File: config.mk
export PLATFORM = sky130hd
export DESIGN_NAME = fifo_flops_ext
export DESIGN_NICKNAME = d
export VERILOG_FILES = /design/src/rtl/fifo_flops_ext.sv
export SDC_FILE = /design/constraint.sdc
export NUM_CORES = 1
export LEC_CHECK = 0
export ABC_CLOCK_PERIOD_IN_PS = 8200
export CELL_PAD_IN_SITES_DETAIL_PLACEMENT = 1
export CELL_PAD_IN_SITES_GLOBAL_PLACEMENT = 1
export CORE_UTILIZATION = 54
export DETAILED_ROUTE_END_ITERATION = 12
export PLACE_DENSITY = 0.91
export SLEW_MARGIN = 20
export SYNTH_ARGS = -nofsm -noshare
export SYNTH_HDL_FRONTEND = slang
export SYNTH_SLANG_ARGS = --single-unit
File: constraint.sdc
create_clock -name clk -period 8.2 [get_ports clk]
set_clock_uncertainty 0.05 [all_clocks]
set_input_delay 1.23 -clock clk [delete_from_list [all_inputs] [get_ports clk]]
set_output_delay 1.23 -clock clk [all_outputs]
set_load 0.005 [all_outputs]
File: src/rtl/fifo_flops_ext.sv
// Flop-based FWFT FIFO with occupancy count, almost-full/empty flags, overflow/underflow flags
// and non-power-of-two depth. Define FIFO_STICKY_ERR_EN to make ovf/udf sticky until err_clr or rst.
module fifo_flops_ext #(
    parameter int depth  = 8,
    parameter int bits   = 16,
    parameter int AF_LVL = depth - 2,
    parameter int AE_LVL = 1,
    parameter int CW     = $clog2(depth + 1)
) (
    input  logic            clk,
    input  logic            rst,
    input  logic [bits-1:0] Din,
    input  logic            push,
    input  logic            pop,
    output logic [bits-1:0] Dout,
    output logic            pndng,
    output logic            full,
    output logic            almost_full,
    output logic            almost_empty,
    output logic [CW-1:0]   count,
    output logic            ovf,
    output logic            udf,
    input  logic            err_clr
);

    localparam int PW = $clog2(depth);

    logic [bits-1:0] mem [depth];

    logic [PW-1:0] wr_ptr_q, wr_ptr_d;
    logic [PW-1:0] rd_ptr_q, rd_ptr_d;
    logic [CW-1:0] count_q, count_d;
    logic          pndng_q, pndng_d;
    logic          full_q, full_d;
    logic          almost_full_q, almost_full_d;
    logic          almost_empty_q, almost_empty_d;
    logic          ovf_q, ovf_d;
    logic          udf_q, udf_d;

    logic push_acc, pop_acc, ovf_ev, udf_ev;

    always_comb begin
        pop_acc  = pop & pndng_q;
        // A full FIFO still takes a push when the head is leaving in the same cycle.
        push_acc = push & (~full_q | pop_acc);
        ovf_ev   = push & full_q & ~pop_acc;
        udf_ev   = pop & ~pndng_q;

        wr_ptr_d = wr_ptr_q;
        if (push_acc) begin
            wr_ptr_d = (wr_ptr_q == PW'(depth - 1)) ? '0 : wr_ptr_q + PW'(1);
        end

        rd_ptr_d = rd_ptr_q;
        if (pop_acc) begin
            rd_ptr_d = (rd_ptr_q == PW'(depth - 1)) ? '0 : rd_ptr_q + PW'(1);
        end

        count_d        = count_q + CW'(push_acc) - CW'(pop_acc);
        pndng_d        = (count_d != '0);
        full_d         = (count_d == CW'(depth));
        almost_full_d  = (count_d >= CW'(AF_LVL));
        almost_empty_d = (count_d <= CW'(AE_LVL));

`ifdef FIFO_STICKY_ERR_EN
        // A fresh error in the clearing cycle keeps the flag set.
        ovf_d = ovf_ev | (ovf_q & ~err_clr);
        udf_d = udf_ev | (udf_q & ~err_clr);
`else
        ovf_d = ovf_ev;
        udf_d = udf_ev;
`endif
    end

`ifndef FIFO_STICKY_ERR_EN
    logic unused_err_clr;
    assign unused_err_clr = err_clr;
`endif

    always_ff @(posedge clk) begin
        if (rst) begin
            wr_ptr_q       <= '0;
            rd_ptr_q       <= '0;
            count_q        <= '0;
            pndng_q        <= 1'b0;
            full_q         <= 1'b0;
            almost_full_q  <= 1'b0;
            almost_empty_q <= 1'b1;
            ovf_q          <= 1'b0;
            udf_q          <= 1'b0;
        end else begin
            wr_ptr_q       <= wr_ptr_d;
            rd_ptr_q       <= rd_ptr_d;
            count_q        <= count_d;
            pndng_q        <= pndng_d;
            full_q         <= full_d;
            almost_full_q  <= almost_full_d;
            almost_empty_q <= almost_empty_d;
            ovf_q          <= ovf_d;
            udf_q          <= udf_d;
        end
    end

    // Storage is deliberately not reset; only the write itself is suppressed during rst.
    always_ff @(posedge clk) begin
        if (!rst && push_acc) begin
            mem[wr_ptr_q] <= Din;
        end
    end

    assign Dout         = pndng_q ? mem[rd_ptr_q] : '0;
    assign pndng        = pndng_q;
    assign full         = full_q;
    assign almost_full  = almost_full_q;
    assign almost_empty = almost_empty_q;
    assign count        = count_q;
    assign ovf          = ovf_q;
    assign udf          = udf_q;

endmodule

**Word level (Yosys, flattened, before mapping)**

Memory sizes are Yosys's and may differ from the RTL's. A register that Yosys moved wholly into a read port is not among the register bits.
Cells that the tools add are included.

- Bits in registers: 16
- Bits in writable memories: 128
- Input port bits: 21
- Output and inout bits: 26
- Word-level logic and storage cells: 38
- Memories: 1

- Add/sub/neg operators: 4
- Magnitude comparators: 2
- Eq/ne operators: 3
- Muxes and demuxes: 7
- Bitwise gates (word level): 9
- Reduce and logical (&&, ||, !) cells: 3

Memories:

| name | depth | bits a word | read ports | clocked after memory_dff | write ports | line | text |
|---|---|---|---|---|---|---|---|
| mem | 8 | 16 | 1 | 1 | 1 | 28 | `logic [bits-1:0] mem [depth];` |

Operator list:

| cell | count |
|---|---|
| 16-bit 2-to-1 mux | 1 |
| 3-bit 2-to-1 mux | 4 |
| 3-bit by 1-bit adder with 3-bit output, second input constant | 2 |
| 3-bit == test, second input constant | 2 |
| 1-bit bitwise AND | 5 |
| 4-bit by 1-bit adder with 4-bit output | 1 |
| 4-bit == test, second input constant | 1 |
| 4-bit by 3-bit >= comparator with 1-bit output, second input constant | 1 |
| 4-bit by 1-bit less-or-equal comparator with 1-bit output, second input constant | 1 |
| 4-bit nonzero test | 1 |
| 4-bit by 1-bit subtractor with 4-bit output | 1 |
| 1-bit NOT | 3 |
| 1-bit 2-to-1 mux | 2 |
| 1-bit logical AND | 1 |
| 1-bit zero test | 1 |
| 1-bit OR | 1 |

**Longest topological paths before layout**

Gate-level depths: netlist (run 1).

- Word-level depth: 6
- Mapped depth: 11
- Depth with buffers taken out: 10

**Worst setup path after synthesis (run 1)**

Ideal clock, no wire load.

- Kind: input to register
- From: input rst
- To: memory mem[0][0], enable pin
- Setup time: 409 ps
- Arrival time: 3043 ps
- Required time: 7741 ps
- Setup slack: 4698 ps
- Stages: 3
- Path buffers: 1
- Cells stage by stage: clkbuf_1 > or4_4 > nor3_1

- Word-level cells in the longest chain between the ends: 4

Ends and longest elaborated chain:

| item | line | text |
|---|---|---|
| from (decl) | 11 | `input logic rst,` |
| 1-bit zero test | 106 | `if (!rst && push_acc) begin` |
| 1-bit logical AND | 106 |  |
| 1-bit 2-to-1 mux | 106 |  |
| 1-bit 2-to-1 mux (implied by the code) | 107 | `mem[wr_ptr_q] <= Din;` |
| to (decl) | 28 |  |

Every way passes these cells.

==> PnR_summary.wiki, run 1 <==
{| class="wikitable"
! Metric !! Value
|-
| Number of maximum-capacitance violations || 0
|-
| Final Hold Violating Endpoints || 0
|-
| Antenna Violating Nets Remaining || 0
|-
| Clock slew at the register clock pins of the worst setup and hold paths || 0.06 ns
|-
| Data arrival, critical path || 3.05 ns
|-
| Initial antenna violation count || 0
|-
| FP Rows || 37
|-
| Count of unique library cells instantiated by Yosys || 36
|-
| Die height || 105 um
|-
| Slack of the worst reg-to-reg path || 4.99 ns
|-
| Total Wirelength || 12.8 mm
|-
| Total negative setup slack || 0 ns
|-
| Placed Cells || 470
|-
| Nets in the synthesized netlist || 325
|-
| Switching Fraction || 0.261
|-
| Global-route wire length before repair || 19.8 mm
|-
| Critical path peak fanout || 17
|-
| Total routing resource utilization after global routing || 0.257
|-
| Critical register-to-register path startpoint || pndng
|-
| Power density cells || 288 nW/um2
|-
| Initial standard-cell utilization of the core || 0.557
|-
| Hold_buf cts || 0
|-
| Sequential-to-total area share from yosys stat || 0.731
|-
| Switching Power || 0.000518 W
|-
| Last element of the critical path || Dout[1]
|-
| M2 GR Usage || 0.448
|-
| Unrepaired setup endpoints after global routing || no
|-
| Clk_lat worst skew || 0.52 ns
|-
| Fraction of synthesis flops using an asynchronous set or reset pin || 0
|-
| Required time of the critical path || 6.92 ns
|-
| Capture instance of the worst register-to-register path || mem[2][11]
|-
| Proportion of layout cells with a drive suffix above 1 || 0.205
|-
| Sequential share of power || 0.460
|-
| Endpoint kind of the worst setup timing path || output port
|-
| I/O pin total || 47
|-
| Level count of the clock H-tree || 4
|-
| GP Congestion || 0.691
|-
| Critical path launch point type || register
|-
| Global routing met1 resource utilization || 0.320
|-
| Fmax || 231 MHz
|-
| Count of buffers inserted at the top-level ports || 45
|-
| Number of clock sinks || 147
|-
| Non-filler cells in the finished layout || 501
|-
| Final critical delay including setup and external delays || 4.33 ns
|-
| Area share of the largest cell type after synthesis || 0.665
|-
| Longest Clk Path Bufs || 2
|-
| Clock power frac || 0.352
|-
| Slew at the pin closest to its max-slew limit || 1.05 ns
|-
| Portion of total power attributed to combinational logic || 0.188
|-
| Largest net degree at the start of global routing || 33
|-
| Number of global-route vias before repair || 3,273
|-
| Number of flops mapped to enable cells by yosys || 128
|-
| Largest area contributor in the synthesized netlist || sky130_fd_sc_hd__edfxtp_1
|-
| Power consumption || 0.00199 W
|-
| Flops & latches, synth || 147
|-
| Number of standard cells after synthesis || 295
|-
| Root cell of the clock tree || sky130_fd_sc_hd__clkbuf_8
|-
| Yosys warning count || 0
|-
| Final Slew Violations || 0
|-
| Average vias per placed instance || 5.88
|-
| Logic depth of the worst register-to-register path || 4
|-
| N_diodes || 0
|-
| Remaining global-route overflow || 0
|-
| Commonest register cell after synthesis || sky130_fd_sc_hd__edfxtp_1
|-
| Class of the tightest hold or removal check || register to register
|-
| Area inside the core boundary || 10,400 um2
|-
| Cells taking the most area after synthesis || sky130_fd_sc_hd__edfxtp_1 (67%), sky130_fd_sc_hd__mux4_2 (12%), sky130_fd_sc_hd__dfxtp_1 (6.6%), sky130_fd_sc_hd__mux2i_1 (2.9%), sky130_fd_sc_hd__ha_1 (1.7%)
|-
| Detailed-route DRC error count || 0
|-
| Post-synthesis instance area || 5780 um2
|-
| Detailed placer's ending HPWL || 7.45 mm
|-
| Status || complete, no violations
|-
| Length of the first detailed-routing pass in iterations || 4
|-
| Maximum vdd ir drop || 159 uV
|-
| Top Usage Layer GRT || met2
|-
| Resized Gates After CTS || 0
|-
| DIE AREA || 11,100 um2
|-
| Via count of the routed design || 2,947
|-
| Met3 Resource Use GR || 0.0513
|-
| Buffer count from post-CTS setup fixing || 0
|-
| Number of setup violations in the final report || 0
|-
| Routed len/inst || 25.5 um
|-
| Relative area change from synthesis to final layout || 19.4%
|-
| Worst max-slew margin expressed relative to the limit || 0.295
|-
| DRC violation total after the first TritonRoute iteration || 248
|-
| Period Utilization, post-route || 0.528
|-
| Net count of the finished layout || 383
|-
| Internal cell power || 0.00147 W
|-
| TritonCTS clock tree || built
|-
| CP Class || register to output port
|-
| Static leakage || 2.20 nW
|-
| Number of clock buffers inserted by TritonCTS || 17
|-
| Mean area per synthesized cell || 19.6 um2
|-
| Die outline width || 105 um
|}
-- power by group through the flow --
| stage | Combinational, W | Sequential (W) | Clock [W] |
|---|---|---|---|
| 2_1_floorplan | 0.000240 | 0.000890 | 0 |
| 3_3_place_gp | 0.000343 | 0.000925 | 0 |
| 5_1_grt | 0.000406 | 0.000922 | 0.000732 |
| 4_1_cts | 0.000378 | 0.000915 | 0.000708 |
| 6_report | 0.000373 | 0.000914 | 0.000699 |
| 3_5_place_dp | 0.000365 | 0.000929 | 0 |
-- layout by cell type (no fill, tap or decap), types with 3 or more instances in the layout --
cell type | synthesis | final
sky130_fd_sc_hd__clkdlybuf4s50_1 | 0 | 45
sky130_fd_sc_hd__nor2_1 | 11 | 11
sky130_fd_sc_hd__buf_4 | 0 | 7
sky130_fd_sc_hd__edfxtp_1 | 128 | 128
sky130_fd_sc_hd__clkinvlp_4 | 0 | 4
sky130_fd_sc_hd__mux2i_1 | 17 | 17
sky130_fd_sc_hd__nand3_1 | 5 | 5
sky130_fd_sc_hd__a21oi_1 | 7 | 7
sky130_fd_sc_hd__o21ai_0 | 3 | 3
sky130_fd_sc_hd__mux4_2 | 31 | 31
sky130_fd_sc_hd__dfxtp_2 | 0 | 3
sky130_fd_sc_hd__nand2_1 | 5 | 5
sky130_fd_sc_hd__dfxtp_1 | 19 | 16
sky130_fd_sc_hd__nor2b_1 | 16 | 16
sky130_fd_sc_hd__ha_1 | 8 | 8
sky130_fd_sc_hd__clkbuf_16 | 0 | 16
sky130_fd_sc_hd__nand4b_1 | 3 | 3
sky130_fd_sc_hd__inv_6 | 0 | 3
sky130_fd_sc_hd__inv_1 | 8 | 8
-- layer usage --
metal	up-vias	routed length, um
met5	-	0
met4	0	189
met3	20	531
met2	85	6960
met1	1551	5110
li1	1291	-
-- cells by family (layout without fill, tap and decap cells) --
group | after synthesis | count (layout) | synth area share
flops | 147 | 147 | 0.731
simple gates | 50 | 50 | 0.0481
mux | 49 | 49 | 0.155
buf+inv | 21 | 91 | 0.0236
compound gates | 17 | 17 | 0.0184
fa+ha+maj | 9 | 9 | 0.0208
xor+xnor | 2 | 2 | 0.00303
-- synth_stat cells (3+ instances only) --
| cell type | instances |
|---|---|
| sky130_fd_sc_hd__a21oi_1 | 7 |
| sky130_fd_sc_hd__buf_2 | 5 |
| sky130_fd_sc_hd__clkbuf_1 | 4 |
| sky130_fd_sc_hd__dfxtp_1 | 19 |
| sky130_fd_sc_hd__edfxtp_1 | 128 |
| sky130_fd_sc_hd__ha_1 | 8 |
| sky130_fd_sc_hd__inv_1 | 8 |
| sky130_fd_sc_hd__mux2i_1 | 17 |
| sky130_fd_sc_hd__mux4_2 | 31 |
| sky130_fd_sc_hd__nand2_1 | 5 |
| sky130_fd_sc_hd__nand3_1 | 5 |
| sky130_fd_sc_hd__nand4b_1 | 3 |
| sky130_fd_sc_hd__nor2_1 | 11 |
| sky130_fd_sc_hd__nor2b_1 | 16 |
| sky130_fd_sc_hd__nor3_1 | 3 |
| sky130_fd_sc_hd__o21ai_0 | 3 |
-- registers in the layout, indices dropped and copies added, names as in the netlist, named ones only --
register	count
almost_empty	1
almost_full	1
count	4
full	1
mem	128
ovf	1
pndng	1
rd_ptr_q	3
udf	1
wr_ptr_q	3
-- stage by stage --
step	setup slack (ns)	hold WS, ns	util	instance area [um2]
4_1_cts	3.76	0.469	0.665	6900
3_3_place_gp	4.23	0.413	0.614	6370
3_5_place_dp	4.16	0.427	0.614	6370
6_report	3.87	0.470	0.665	6900
5_1_grt	3.64	0.492	0.665	6900
2_1_floorplan	4.70	0.400	-	5780
-- worst min path at each step --
stage / to / cells after the start / slack, ns / startpoint
4_1_cts: register / 2 / 0.47 / rd_ptr_q[1]
3_3_place_gp: register / 2 / 0.41 / rd_ptr_q[1]
2_1_floorplan: register / 2 / 0.40 / rd_ptr_q[1]
5_1_grt: register / 2 / 0.49 / rd_ptr_q[2]
6_report: register / 2 / 0.47 / rd_ptr_q[1]
3_5_place_dp: register / 2 / 0.43 / rd_ptr_q[2]
-- area by class of cell --
| type | instances | area (um2) |
|---|---|---|
| tap | 136 | 170 |
| inverter | 8 | 30.0 |
| sequential | 147 | 4230 |
| clock inverter | 12 | 109 |
| clock buffer | 19 | 422 |
| fill | 885 | 3470 |
| timing repair buffer | 52 | 503 |
| multi-input combinational | 127 | 1440 |
-- critical path, cell delays in order, from the launching register on --
cell,delay [ns]
sky130_fd_sc_hd__dfxtp_2,0.71
sky130_fd_sc_hd__buf_4,0.43
sky130_fd_sc_hd__mux4_2,0.57
sky130_fd_sc_hd__mux2i_1,0.25
sky130_fd_sc_hd__nor2b_1,0.09
sky130_fd_sc_hd__clkdlybuf4s50_1,0.46
No activity file was read; power rests on OpenSTA's default activity.
==> run 2: changes to the inputs <==
--- a/config.mk
+++ b/config.mk
@@ -5,12 +5,12 @@
 export SDC_FILE = /design/constraint.sdc
 export NUM_CORES = 1
 export LEC_CHECK = 0
-export ABC_CLOCK_PERIOD_IN_PS = 8200
+export ABC_CLOCK_PERIOD_IN_PS = 4100
 export CELL_PAD_IN_SITES_DETAIL_PLACEMENT = 1
 export CELL_PAD_IN_SITES_GLOBAL_PLACEMENT = 1
-export CORE_UTILIZATION = 54
+export CORE_UTILIZATION = 50
 export DETAILED_ROUTE_END_ITERATION = 12
-export PLACE_DENSITY = 0.91
+export PLACE_DENSITY = 0.86
 export SLEW_MARGIN = 20
 export SYNTH_ARGS = -nofsm -noshare
 export SYNTH_HDL_FRONTEND = slang
==> constraint.sdc (replaced) <==
create_clock -name clk -period 4.1 [get_ports clk]
set_clock_uncertainty 0.05 [all_clocks]
set_input_delay 0.615 -clock clk [delete_from_list [all_inputs] [get_ports clk]]
set_output_delay 0.615 -clock clk [all_outputs]
set_load 0.005 [all_outputs]
==> run 2 against run 1 <==
  * Wire length about the same
  * Design area up 1.6%
  * Core utilization down 3.0 points
  * Highest routed layer unchanged
  * Count of clock-buffer cells in the layout down 1
  * Clock power up 120%
  * Largest power group unchanged
  * Setup slack worse by 2.8 ns
  * Die area up 7.8%
  * Sequential share of layout area down 0.98 points
  * Sequential cell count unchanged
==> PnR_summary.wiki, run 2 (synthesis results as in run 1) <==
{| class="wikitable"
! Metric !! Value
|-
| Status || complete, no violations
|-
| Critical path, cell by cell || buf_12, mux4_2, mux2i_1, nor2b_1, clkdlybuf4s50_1
|-
| Count of buffers inserted at the top-level ports || 45 (unchanged)
|-
| Area inside the core boundary || 11,000 um2 (+6.4%)
|-
| Logic depth of the worst register-to-register path || 10 (+6)
|-
| Initial standard-cell utilization of the core || 0.524 (-0.0334)
|-
| Net count of the finished layout || 392 (+2.3%)
|-
| N_diodes || 0 (unchanged)
|-
| Power density cells || 583 nW/um2 (+100%)
|-
| Minimum hold slack || 0.458 ns (-0.0124 ns)
|-
| FP Rows || 38 (+2.7%)
|-
| Slack of the worst reg-to-reg path || 1.26 ns (-3.73 ns)
|-
| Initial antenna violation count || 0 (unchanged)
|-
| Proportion of layout cells with a drive suffix above 1 || 0.220 (+0.0150)
|-
| Buffer count from post-CTS setup fixing || 0 (unchanged)
|-
| Fmax || 329 MHz
|-
| Cell with the largest stage delay on the worst path || sky130_fd_sc_hd__mux4_2
|-
| Static leakage || 2.29 nW (+4.0%)
|-
| Capture instance of the worst register-to-register path || almost_full
|-
| Resized Gates After CTS || 0 (unchanged)
|-
| Level count of the clock H-tree || 4 (unchanged)
|-
| DIE AREA || 12,000 um2 (+7.8%)
|-
| I/O pin total || 47 (unchanged)
|-
| Clock slew at the register clock pins of the worst setup and hold paths || 0.06 ns (about the same)
|-
| Number of maximum-capacitance violations || 0 (unchanged)
|-
| CP Class || register to output port
|-
| Number of setup violations in the final report || 0 (unchanged)
|-
| Last element of the critical path || Dout[1]
|-
| Average vias per placed instance || 5.84 (-0.75%)
|-
| TritonCTS clock tree || built
|-
| Period Utilization, post-route || 0.741
|-
| M2 GR Usage || 0.403 (-0.0444)
|-
| Remaining global-route overflow || 0 (unchanged)
|-
| Total placed instance area || 6440 um2 (+1.1%)
|-
| Via count of the routed design || 2,989 (+1.4%)
|-
| Critical register-to-register path startpoint || pndng
|-
| Met3 Resource Use GR || 0.0593 (+0.00795)
|-
| DRC violation total after the first TritonRoute iteration || 159 (-36%)
|-
| Class of the tightest hold or removal check || register to register
|-
| Final critical delay including setup and external delays || 3.04 ns
|-
| Critical path peak fanout || 32 (+15)
|-
| Critical path's largest stage delay || 0.54 ns (-0.17 ns)
|-
| Slew at the pin closest to its max-slew limit || 0.885 ns (-0.170 ns)
|-
| Detailed placer's ending HPWL || 7.50 mm (+0.69%)
|-
| Longest Clk Path Bufs || 2 (unchanged)
|-
| Non-filler cells in the finished layout || 512 (+2.2%)
|-
| Worst max-slew margin expressed relative to the limit || 0.409 (+0.115)
|-
| Die height || 109 um (+3.8%)
|-
| Total negative setup slack || 0 ns (unchanged)
|-
| Most flop-heavy register || mem
|-
| Routed len/inst || 25.0 um (-2.2%)
|-
| Non-Filler Cell Area, Final || 7010 um2 (+1.6%)
|-
| Unrepaired setup endpoints after global routing || no
|-
| Detailed-route DRC error count || 0 (unchanged)
|-
| Placed Cells || 483 (+2.8%)
|-
| Most common library cell in the layout ignoring fill and taps || sky130_fd_sc_hd__edfxtp_1
|-
| Total Wirelength || 12.8 mm (about the same)
|-
| Length of the first detailed-routing pass in iterations || 4 (unchanged)
|-
| Die outline width || 109 um (+3.8%)
|-
| Number of global-route vias before repair || 3,314 (+1.3%)
|-
| Number of clock buffers inserted by TritonCTS || 17 (unchanged)
|-
| Endpoint kind of the worst setup timing path || output port
|-
| Commonest non-fill, non-tap cells in the layout || sky130_fd_sc_hd__edfxtp_1 (128), sky130_fd_sc_hd__clkdlybuf4s50_1 (45), sky130_fd_sc_hd__mux4_2 (31), sky130_fd_sc_hd__dfxtp_1 (18)
|-
| Clk_lat worst skew || 0.42 ns (-0.10 ns)
|-
| Number of flip-flops in the largest register || 128 (unchanged)
|-
| Maximum vdd ir drop || 319 uV (+100%)
|-
| Global-route wire length before repair || 19.3 mm (-2.4%)
|-
| Required time of the critical path || 3.43 ns (-3.49 ns)
|-
| Global routing met1 resource utilization || 0.292 (-0.0277)
|-
| Power consumption || 0.00409 W (+110%)
|-
| Final Slew Violations || 0 (unchanged)
|-
| Hold_buf cts || 0 (unchanged)
|-
| Final Hold Violating Endpoints || 0 (unchanged)
|-
| Top Usage Layer GRT || met2
|-
| Data arrival, critical path || 2.37 ns (-0.68 ns)
|-
| Antenna Violating Nets Remaining || 0 (unchanged)
|-
| Total routing resource utilization after global routing || 0.238 (-0.0194)
|-
| Largest net degree at the start of global routing || 33 (unchanged)
|-
| Relative area change from synthesis to final layout || 21.3%
|-
| Root cell of the clock tree || sky130_fd_sc_hd__clkbuf_16
|-
| Number of clock sinks || 147 (unchanged)
|-
| Critical path launch point type || register
|-
| GP Congestion || 0.727 (+5.2%)
|}
==> run 2: final cells by class <==
type,instances,area [um2]
clock buffers,18,429
clock inverters,11,139
fillers,932,4020
inverters,8,30.0
multi-input cells,127,1430
flip-flops and latches,147,4230
well taps,140,175
repair buffers,61,583
==> run 2: power breakdown <==
part	switching [W]	total, W	internal [W]	leakage [nW]
registers	0.0000673	0.00178	0.00171	1.31
clock network	0.000573	0.00151	0.000941	0.277
logic	0.000360	0.000794	0.000434	0.697
total	0.00100	0.00409	0.00309	2.29
==> run 2: stage by stage <==
step                 util  worst slack, ns
CTS                 0.635             1.03
global route        0.635            0.965
finish              0.635             1.06
floorplan               -             1.21
detailed placement  0.584            0.863
global placement    0.584            0.955
==> run 2: per-layer routing <==
metal	wire [um]	vias up
met5	0	-
met4	281	0
met3	433	22
met2	6780	79
met1	5290	1577
li1	-	1311
==> run 2: worst min path at each step <==
| stage | end | slack, ns | depth (start not counted) | from |
|---|---|---|---|---|
| floorplan | register | 0.40 | 2 | rd_ptr_q[1] |
| global placement | rd_ptr_q[1] | 0.42 | 2 | rd_ptr_q[1] |
| detailed placement | rd_ptr_q[2] | 0.44 | 2 | rd_ptr_q[2] |
| CTS | rd_ptr_q[2] | 0.46 | 2 | rd_ptr_q[2] |
| global route | rd_ptr_q[2] | 0.49 | 2 | rd_ptr_q[2] |
| finish | register | 0.46 | 2 | rd_ptr_q[2] |
==> run 2: critical path, delay by kind of cell (launching register included) <==
kind / cells / cell delay [ns]
multiplexers: 2 / 0.80
buffers and inverters: 2 / 0.72
flip-flops: 1 / 0.34
AND/OR/NAND/NOR: 1 / 0.09
